<file path="config.mk">
export PLATFORM = sky130hd
export DESIGN_NAME = dmem_dump_reader
export DESIGN_NICKNAME = d
export VERILOG_FILES = /design/src/rtl/riscv_dump_pkg.sv /design/src/rtl/dmem_dump_reader.sv
export SDC_FILE = /design/constraint.sdc
export NUM_CORES = 1
export LEC_CHECK = 0
export ABC_AREA = 1
export BUFFER_PORTS_ARGS = -buffer_cell sky130_fd_sc_hd__buf_2
export CORE_MARGIN = 3
export CORE_UTILIZATION = 39
export CTS_BUF_LIST = sky130_fd_sc_hd__clkbuf_4 sky130_fd_sc_hd__clkbuf_8 sky130_fd_sc_hd__clkbuf_16
export DETAILED_ROUTE_END_ITERATION = 10
export GPL_TIMING_DRIVEN = 0
export MAX_ROUTING_LAYER = met4
export PLACE_DENSITY = 0.66
export SKIP_CTS_REPAIR_TIMING = 1
export SYNTH_ARGS = -nofsm -noshare
export SYNTH_HDL_FRONTEND = slang
export SYNTH_SLANG_ARGS = --single-unit
</file>
<file path="constraint.sdc">
create_clock -name clk1 -period 1.59 [get_ports clk1]
set_input_delay 0.2385 -clock clk1 [delete_from_list [all_inputs] [get_ports clk1]]
set_output_delay 0.2385 -clock clk1 [all_outputs]
set_load 0.01 [all_outputs]
</file>
<file path="src/rtl/riscv_dump_pkg.sv">
// Shared types and default widths for the D_Mem dump reader.
package riscv_dump_pkg;

  localparam int unsigned DefDataW = 32;
  localparam int unsigned DefAddrW = 10;
  localparam int unsigned DefCntW  = 11;

  typedef enum logic [2:0] {
    StIdle,
    StWaitHalt,
    StRead,
    StCapture,
    StSend,
    StDone
  } dump_state_e;

endpackage

</file>
<file path="src/rtl/dmem_dump_reader.sv">
// Streams a window of D_Mem as address/data beats once the core is halted.
// Optional running checksum output enabled by `define DUMP_CHECKSUM_EN.
module dmem_dump_reader
  import riscv_dump_pkg::*;
#(
  parameter int unsigned DATA_W = DefDataW,
  parameter int unsigned ADDR_W = DefAddrW,
  parameter int unsigned CNT_W  = DefCntW
) (
  input  logic              clk1,
  input  logic              rst,
  input  logic              start,
  input  logic [ADDR_W-1:0] base_addr,
  input  logic [CNT_W-1:0]  count,
  input  logic              halted,
  output logic              mem_rd_en,
  output logic [ADDR_W-1:0] mem_addr,
  input  logic [DATA_W-1:0] mem_rd_data,
  output logic              out_valid,
  input  logic              out_ready,
  output logic [DATA_W-1:0] out_data,
  output logic [ADDR_W-1:0] out_addr,
  output logic              out_last,
  output logic              busy,
  output logic              done
`ifdef DUMP_CHECKSUM_EN
  ,
  output logic [DATA_W-1:0] checksum
`endif
);

  dump_state_e       state_q, state_d;
  logic [ADDR_W-1:0] cur_addr_q, cur_addr_d;
  logic [CNT_W-1:0]  remaining_q, remaining_d;
  logic [DATA_W-1:0] out_data_q, out_data_d;
  logic [ADDR_W-1:0] out_addr_q, out_addr_d;
  logic              start_accept;
  logic              handshake;

  always_ff @(posedge clk1) begin
    if (rst) begin
      state_q     <= StIdle;
      cur_addr_q  <= '0;
      remaining_q <= '0;
      out_data_q  <= '0;
      out_addr_q  <= '0;
    end else begin
      state_q     <= state_d;
      cur_addr_q  <= cur_addr_d;
      remaining_q <= remaining_d;
      out_data_q  <= out_data_d;
      out_addr_q  <= out_addr_d;
    end
  end

  always_comb begin
    state_d     = state_q;
    cur_addr_d  = cur_addr_q;
    remaining_d = remaining_q;
    out_data_d  = out_data_q;
    out_addr_d  = out_addr_q;
    unique case (state_q)
      StIdle: begin
        if (start) begin
          cur_addr_d  = base_addr;
          remaining_d = count;
          state_d     = StWaitHalt;
        end
      end
      StWaitHalt: begin
        if (halted) begin
          state_d = (remaining_q == '0) ? StDone : StRead;
        end
      end
      StRead: begin
        // Never touch the shared read port while the core may own it.
        if (halted) begin
          state_d = StCapture;
        end
      end
      StCapture: begin
        out_data_d = mem_rd_data;
        out_addr_d = cur_addr_q;
        state_d    = StSend;
      end
      StSend: begin
        if (out_ready) begin
          remaining_d = remaining_q - CNT_W'(1);
          cur_addr_d  = cur_addr_q + ADDR_W'(1);
          state_d     = (remaining_q == CNT_W'(1)) ? StDone : StRead;
        end
      end
      StDone: begin
        state_d = StIdle;
      end
      default: begin
        state_d = StIdle;
      end
    endcase
  end

  assign start_accept = (state_q == StIdle) && start;
  assign handshake    = (state_q == StSend) && out_ready;

  assign mem_rd_en = (state_q == StRead) && halted;
  assign mem_addr  = cur_addr_q;
  assign out_valid = (state_q == StSend);
  assign out_data  = out_data_q;
  assign out_addr  = out_addr_q;
  assign out_last  = (state_q == StSend) && (remaining_q == CNT_W'(1));
  assign busy      = (state_q != StIdle);
  assign done      = (state_q == StDone);

`ifdef DUMP_CHECKSUM_EN
  logic [DATA_W-1:0] checksum_q;

  always_ff @(posedge clk1) begin
    if (rst) begin
      checksum_q <= '0;
    end else if (start_accept) begin
      checksum_q <= '0;
    end else if (handshake) begin
      checksum_q <= checksum_q + out_data_q;
    end
  end

  assign checksum = checksum_q;
`else
  logic unused_start_accept;
  logic unused_handshake;
  assign unused_start_accept = start_accept;
  assign unused_handshake    = handshake;
`endif

endmodule

</file>
# Word level (Yosys, flattened, before mapping)
# Index checks and enable logic that the tools add are counted.
dict set report totals {
  ff_bits 66
  input_bits 58
  out_inout_bits 57
  word_cells 38
}
dict set report op_classes {
  addsub 2
  n_eq_ne 10
  n_mux 13
  n_reduce_logical 8
}
# op count
set op_table {}
lappend op_table {{two-way mux 11 bit} 2}
lappend op_table {{one-hot mux 11 bit (2 select lines)} 1}
lappend op_table {{two-way mux 10 bit} 2}
lappend op_table {{one-hot mux 10 bit (2 select lines)} 1}
lappend op_table {{two-way mux 3 bit} 6}
lappend op_table {{one-hot mux 3 bit (5 select lines)} 1}
lappend op_table {{== test 11 x 1 -> 1 bit, second input constant} 1}
lappend op_table {{zero test 11 bit} 1}
lappend op_table {{subtractor 11 x 1 -> 11 bit, second input constant} 1}
lappend op_table {{adder 10 x 1 -> 10 bit, second input constant} 1}
lappend op_table {{== test 3 x 2 -> 1 bit, second input constant} 2}
lappend op_table {{== test 3 bit, second input constant} 2}
lappend op_table {{inequality test 2 bit, second input constant} 3}
lappend op_table {{AND reduction 4 bit} 1}
lappend op_table {{== test 3 x 1 -> 1 bit, second input constant} 1}
lappend op_table {{zero test 3 bit} 1}
lappend op_table {{AND reduction 3 bit} 1}
lappend op_table {{nonzero test 3 bit} 1}
lappend op_table {{logical AND 1 bit} 2}
lappend op_table {{inequality test 2 x 1 -> 1 bit, second input constant} 1}
lappend op_table {{nonzero test 2 bit} 1}

# Longest topological paths before layout
# Gate-level depths: netlist of run 1.
dict set report logic_depth {
  word_depth 4
  depth_mapped 10
}

# Worst setup path before layout of run 1
# OpenSTA, ideal clock, no wires.
dict set report synth_path {
  path_kind {flip-flop to flip-flop}
  start {reg cur_addr_q[1] (netlist: mem_addr[1])}
  end {reg cur_addr_q[8] (netlist: mem_addr[8])}
  t_arrival_ns 1.142
  t_required_ns 1.477
  path_slack_ns 0.335
  stages_incl_launch_ff 9
  n_path_buf 0
  cell_sequence {dfxtp_1 -> ha_1 -> nand2_1 -> nor2_1 -> nand2_1 -> o22ai_1 -> inv_1 -> nor2_1 -> nor2_1}
}
dict set report synth_via {
  elab_chain_cells 3
}
# item line_no
set synth_lines {}
lappend synth_lines {{from (decl)} dmem_dump_reader.sv:33} ;# logic [ADDR_W-1:0] cur_addr_q, cur_addr_d;
lappend synth_lines {{from (signal assigned)} dmem_dump_reader.sv:49} ;# cur_addr_q <= cur_addr_d;
lappend synth_lines {{adder 10 x 1 -> 10 bit} dmem_dump_reader.sv:89} ;# cur_addr_d = cur_addr_q + ADDR_W'(1);
lappend synth_lines {{two-way mux 10 bit} dmem_dump_reader.sv:87} ;# if (out_ready) begin
lappend synth_lines {{one-hot mux 10 bit (2 select lines)} dmem_dump_reader.sv:62} ;# unique case (state_q)
# Every way passes these cells. The select of a mux whose other input is x is not followed.
# A chain may end at the register's enable or synchronous reset.

# Worst setup path in the final report of run 1
dict set report layout_path {
  start {reg remaining_q[5]}
  end {out out_last}
}
dict set report layout_via {
  elab_chain_cells 2
}
# item line_no
set layout_lines {}
lappend layout_lines {{from (decl)} dmem_dump_reader.sv:34} ;# logic [CNT_W-1:0] remaining_q, remaining_d;
lappend layout_lines {{from (signal assigned)} dmem_dump_reader.sv:50} ;# remaining_q <= remaining_d;
lappend layout_lines {{== test 11 x 1 -> 1 bit} dmem_dump_reader.sv:110} ;# assign out_last = (state_q == StSend) && (remaining_q == CNT_W'(1));
lappend layout_lines {{logical AND 1 bit} dmem_dump_reader.sv:110}
lappend layout_lines {{to (decl)} dmem_dump_reader.sv:23} ;# output logic out_last,
# Every way passes these cells.

==> impl_metrics.toml, run 1 <==
[cts]
cts_max_level = 3
cts_tree = "built"
cts_buffers = 9
clk_pin_slew_ns = 0.08
cts_root_buf = "clkbuf_8"
clock_latency_ns = 0.34
clock_path_buffers = 2
cts.sink_count = 66

[critical_path]
critPathLaunchType = "register"
endpoint = "out_last"
crit_start = "remaining_q[5]$_SDFFE_PP0P_"
worstReg2RegEnd = "remaining_q[3]$_SDFFE_PP0P_"
path_class = "register to output pin"
r2r_cells = 8
cp.required_ns = 1.35
critical_path.max_fanout = 4
arrival_ns = 1.35
r2r_start = "state_q[1]$_SDFFE_PP0P_"
end_kind = "output pin"
rrSetupSlack_ns = 0.09

[cells_and_area]
drive_gt1_share_pct = 32.4
fin_cells = 673
finalNetCount = 631
fill_cells = 756
area_growth_pct = 34.5
register_area_mm2 = 0.00134
num_antenna_cells = 0
stdcell_area_mm2 = 0.00408
multi_input_area_mm2 = 0.00152

[logic_synthesis]
synth.most_common_cell = "nor2_1"
synth_edf_count = 0
synth.area.top_cells = "dfxtp_1 (44%), nor2_1 (13%), o21ai_0 (9.4%)"
synth.distinct_cells = 29
synth_warnings = 0
seq_area_frac_synth_pct = 43.6
synth_common_cells = "nor2_1 (104), nand2_1 (72), dfxtp_1 (66)"
post_synth_inst_count = 439
ys_ff_latch = 66
avgSynthCellArea_um2 = 6.91
yosysTopAreaCell = "dfxtp_1"
yosysTopAreaCellShare_pct = 43.6
synth_flop_cell = "dfxtp_1"
syn_nets = 501
post_synth_instance_area_mm2 = 0.00303
ys_async_sr_fraction_pct = 0

[die]
die_w_um = 94.2
start_util_pct = 40.9
io_pins = 115
core_region_area_mm2 = 0.00741
die_h_um = 94.2
die_area_mm2 = 0.00887
rows = 31

[timing]
fin_worst_skew_ns = 0.00819
slew_headroom_pct = 60.4
fin_crit_sh_pct = 99.7
period_needed_ns = 1.59
finalHoldViolCount = 0
slew_violations = 0
finalSetupViolCount = 0
worst_pin_slew_ns = 0.593
rsz0062_at_grt = "yes"
max_freq_ghz = 0.631

[pwr]
ir_worst_vdd_uv = 716
power_mw = 7.47
p_per_area_mw_per_mm2 = 1830
p_leak_nw = 1.92

[placed_design]
placed_area_mm2 = 0.00373
placed_cells = 652
portBuffers = 114
place_congestion = 0.822
dp_hpwl_mm = 6.56

[grt]
antenna_found_initial = 0
overflow = 0
grt.total_usage_pct = 20.8
grt_max_degree = 13
grt_pass1_wl_mm = 14.2
grt_pass1_vias = 2974

[route]
viasPerCell = 5.05
drt-total-wl_mm = 9.20
remaining_drc_errors = 0
ant_nets = 0
firstDrtPassIters = 5
first_iter_violations = 162
vias = 3401
wl_per_cell_um = 13.7

[job]
cap_violations = 0

[outcome]
run_status = "complete, no violations"

[worst_hold_path]
hold_class = "input pin to register"
-- layout make-up --
cell class | count | area share [%]
clock inverter | 6 | 2.21
buffer | 25 | 3.68
timing repair buffer | 119 | 14.9
tap | 99 | 3.04
sequential | 66 | 32.8
inverter | 30 | 2.76
clock buffer | 10 | 3.37
multi-input combinational | 318 | 37.3
-- routing by layer --
metal	up-vias	track usage, %	part of all wire [%]
met3	17	4.17	8.1
met1	1561	26.6	43
met4	0	6.86	1.7
met2	143	33.2	47
met5	-	-	0
li1	1680	-	-
-- logic make-up after synthesis --
| logic type | count (synthesis) | synth area share [%] |
|---|---|---|
| buffers and inverters | 55 | 8.34 |
| AO/OA/AOI/OAI | 109 | 18.7 |
| adder cells (fa/ha/maj) | 4 | 1.65 |
| AND/OR/NAND/NOR | 205 | 27.7 |
| flip-flops | 66 | 43.6 |
-- flip-flops by register name, summed over array words and instances (netlist names) --
name / flops
state_q: 3
remaining_q: 11
out_data: 32
mem_addr: 10
out_addr: 10
-- critical path, cell delays in order, from the launching register on --
cell     delay (ns)
dfxtp_2        0.35
nor2_4         0.17
nand2_4        0.09
nor2_4         0.11
nand3_2        0.10
inv_1          0.06
buf_2          0.12
-- stage by stage --
step / utilization [%] / setup WS [ns] / hold slack, ns / setup TNS (ns)
after floorplan: - / 0.335 / 0.399 / 0
after global placement: 50.3 / -0.0885 / 0.459 / -0.920
after detailed placement: 50.3 / -0.0749 / 0.468 / -0.639
after CTS: 53.4 / -0.237 / 0.134 / -0.509
after global routing: 55.1 / -0.0607 / 0.162 / -0.0756
final: 55.1 / 0.00457 / 0.144 / 0
-- layout by cell type, fill, tap and decap left out --
master      instances
a21oi_1            30
a21oi_2             1
a31oi_1             2
buf_2             120
buf_4               8
buf_6               5
bufinv_16           2
clkbuf_1           11
clkbuf_8           10
clkinv_2            1
clkinv_4            2
clkinvlp_4          1
dfxtp_1            56
dfxtp_2             9
dfxtp_4             1
ha_1                4
inv_1              24
inv_2               6
nand2_1            69
nand2_2             4
nand2_4             1
nand3_1            15
nand3_2             2
nand3b_1            2
nand3b_2            1
nand4_1             1
nor2_1             96
nor2_2              4
nor2_4              6
nor3_1              2
nor3_2              1
o211ai_1            3
o21ai_0            57
o21ai_1            11
o21ai_2             1
o22ai_1             4
or2_1               1
-- power breakdown --
part	internal [mW]	switching, mW	total [mW]
registers	2.13	0.427	2.55
clock network	0.928	0.695	1.62
logic	1.29	2.01	3.30
total	4.34	3.13	7.47
-- how the worst min path moves through the flow --
stage,startpoint,endpoint,cells after the start
after floorplan,base_addr[1],mem_addr[1]$_SDFFE_PP0P_,2
final,mem_rd_data[0],out_data[0]$_SDFFE_PP0P_,3
after global placement,out_data[20]$_SDFFE_PP0P_,out_data[20]$_SDFFE_PP0P_,2
after global routing,mem_rd_data[22],out_data[22]$_SDFFE_PP0P_,3
after detailed placement,out_data[16]$_SDFFE_PP0P_,out_data[16]$_SDFFE_PP0P_,2
after CTS,mem_rd_data[0],out_data[0]$_SDFFE_PP0P_,3
Note: power is estimated with default switching activity, not from simulation.
==> run 2: changes to the inputs <==
--- a/config.mk
+++ b/config.mk
@@ -7,6 +7,7 @@
 export LEC_CHECK = 0
 export ABC_AREA = 1
 export BUFFER_PORTS_ARGS = -buffer_cell sky130_fd_sc_hd__buf_2
+export CORE_ASPECT_RATIO = 0.7
 export CORE_MARGIN = 3
 export CORE_UTILIZATION = 39
 export CTS_BUF_LIST = sky130_fd_sc_hd__clkbuf_4 sky130_fd_sc_hd__clkbuf_8 sky130_fd_sc_hd__clkbuf_16
==> run 2 against run 1 <==
Compared with the run above: critical path depth is 1 higher; clock skew is 0.0017 ns higher; clock power is 6% higher; utilization is 0.41 points higher; flip-flop and latch count stayed put; via count is 1.4% lower; combinational power hardly changed; die area is 0.19% higher; power is 1.7% higher; critical path type unchanged; the flow now finishes with violations (setup timing); register-to-register slack better by 0.02 ns; hold slack better by 0.0014 ns.
==> impl_metrics.toml, run 2 (same netlist as run 1, synthesis figures left out) <==
[outcome]
run_status = "finished with violations"
violations = "setup timing"

[die]
core_region_area_mm2 = 0.00742
rows = 26
die_area_mm2 = 0.00888
io_pins = 115
die_h_um = 79.8
die_w_um = 111
start_util_pct = 40.9

[route]
viasPerCell = 4.98
highest_layer = "met4"
drt-total-wl_mm = 9.20
firstDrtPassIters = 5
wl_met1_mm = 4.47
wl_met2_mm = 3.88
wl_per_cell_um = 13.6
met3WireLength_um = 778
first_iter_violations = 224
vias = 3354
ant_nets = 0
remaining_drc_errors = 0

[pwr]
ir_worst_vdd_uv = 919
comb_power_share_pct = 43.5
p_per_area_mw_per_mm2 = 1850
p_clk_share_pct = 22.7
p_int_mw = 4.47
p_switching_mw = 3.14
power_mw = 7.60
seqPwrFrac_pct = 33.8
switching_share_pct = 41.3
p_leak_nw = 1.95

[cts]
cts_buffers = 9
cts_max_level = 3
cts.sink_count = 66
cts_root_buf = "clkbuf_8"
clock_latency_ns = 0.34
cts_tree = "built"
clock_path_buffers = 2
clk_pin_slew_ns = 0.08

[cells_and_area]
drive_gt1_share_pct = 32.1
finalNetCount = 634
largest_reg_flops = 32
fin_cells = 674
area_growth_pct = 35.7
num_antenna_cells = 0
final_common_cell = "buf_2"
final_cell_mix = "buf_2 (120), nor2_1 (97), nand2_1 (70), dfxtp_1 (58), o21ai_0 (57)"

[timing]
slew_headroom_pct = 61.1
layout_setup_ws_ns = -0.000209
finalSetupViolCount = 1
slew_violations = 0
fin_worst_skew_ns = 0.00987
fin_crit_sh_pct = 100
finalHoldViolCount = 0
rsz0062_at_grt = "yes"
max_freq_ghz = 0.629
period_needed_ns = 1.59
worst_pin_slew_ns = 0.583
hold_slack_ns = 0.145

[job]
cap_violations = 0

[critical_path]
crit_family = "flip-flops"
arrival_ns = 1.35
r2r_cells = 8
end_kind = "output pin"
cp_slowest_cell = "dfxtp_2"
crit_path_frequent_cell = "inv_1"
path_class = "register to output pin"
critPathBufInv = 4
worst-path-stages = 7
cp_cell_sequence = "inv_2, ha_1, inv_1, nor2_4, nand3_2, inv_1, buf_2"
critPathLaunchType = "register"
critical_path.max_fanout = 4
max_stage_delay_ns = 0.33
cp.required_ns = 1.35

[placed_design]
place_congestion = 0.892
post-place-ws_ns = -0.0197
dp_hpwl_mm = 6.70
portBuffers = 114
placed_cells = 651

[grt]
grt.total_usage_pct = 20.8
grt_max_degree = 13
antenna_found_initial = 0
overflow = 0
grt_pass1_vias = 3032
grt_pass1_wl_mm = 14.4

[worst_hold_path]
hold_depth = 3
hold_class = "input pin to register"
==> run 2: power groups by stage <==
stage          Sequential, mW  Combinational, mW  Clock [mW]
2_1_floorplan            2.58               1.96           0
4_1_cts                  2.49               3.00        1.75
6_report                 2.57               3.31        1.72
3_3_place_gp             2.50               2.93           0
3_5_place_dp             2.52               2.99           0
5_1_grt                  2.62               3.72        1.82
==> run 2: worst register-to-register path, delay by kind of cell, from the launching register on <==
kind	cells	cell delay [ns]
AO/OA/AOI/OAI	3	0.23
flip-flops	1	0.38
buffers and inverters	2	0.39
AND/OR/NAND/NOR	3	0.35
==> run 2: layout make-up <==
cell class | count | area, um^2
clock buffer | 9 | 124
sequential | 66 | 1330
timing repair buffer | 122 | 631
multi-input combinational | 318 | 1520
buffer | 25 | 155
tap | 98 | 123
fill | 753 | 3300
clock inverter | 6 | 115
inverter | 30 | 113
==> run 2: final timing paths <==
check                               from                     endpoint  slack (ns)
min reg2reg     out_data[7]$_SDFFE_PP0P_     out_data[7]$_SDFFE_PP0P_        0.48
max          remaining_q[1]$_SDFFE_PP0P_                     out_last     -0.0002
min                       mem_rd_data[7]     out_data[7]$_SDFFE_PP0P_        0.14
max reg2reg      state_q[1]$_SDFFE_PP0P_  remaining_q[3]$_SDFFE_PP0P_        0.11
==> run 2: through the flow <==
step,instance area [um^2],utilization (%),TNS (ns)
2_1_floorplan,3030,-,0
3_3_place_gp,3720,50.2,-0.0592
3_5_place_dp,3720,50.2,-0.0731
4_1_cts,3960,53.4,-0.476
5_1_grt,4110,55.5,-0.122
6_report,4110,55.5,-0.000209
==> run 2: metal layers <==
layer / track usage (%) / vias to the layer above
li1: - / 1690
met1: 29.1 / 1509
met2: 29.7 / 145
met3: 5.91 / 10
met4: 5.22 / 0
met5: - / -
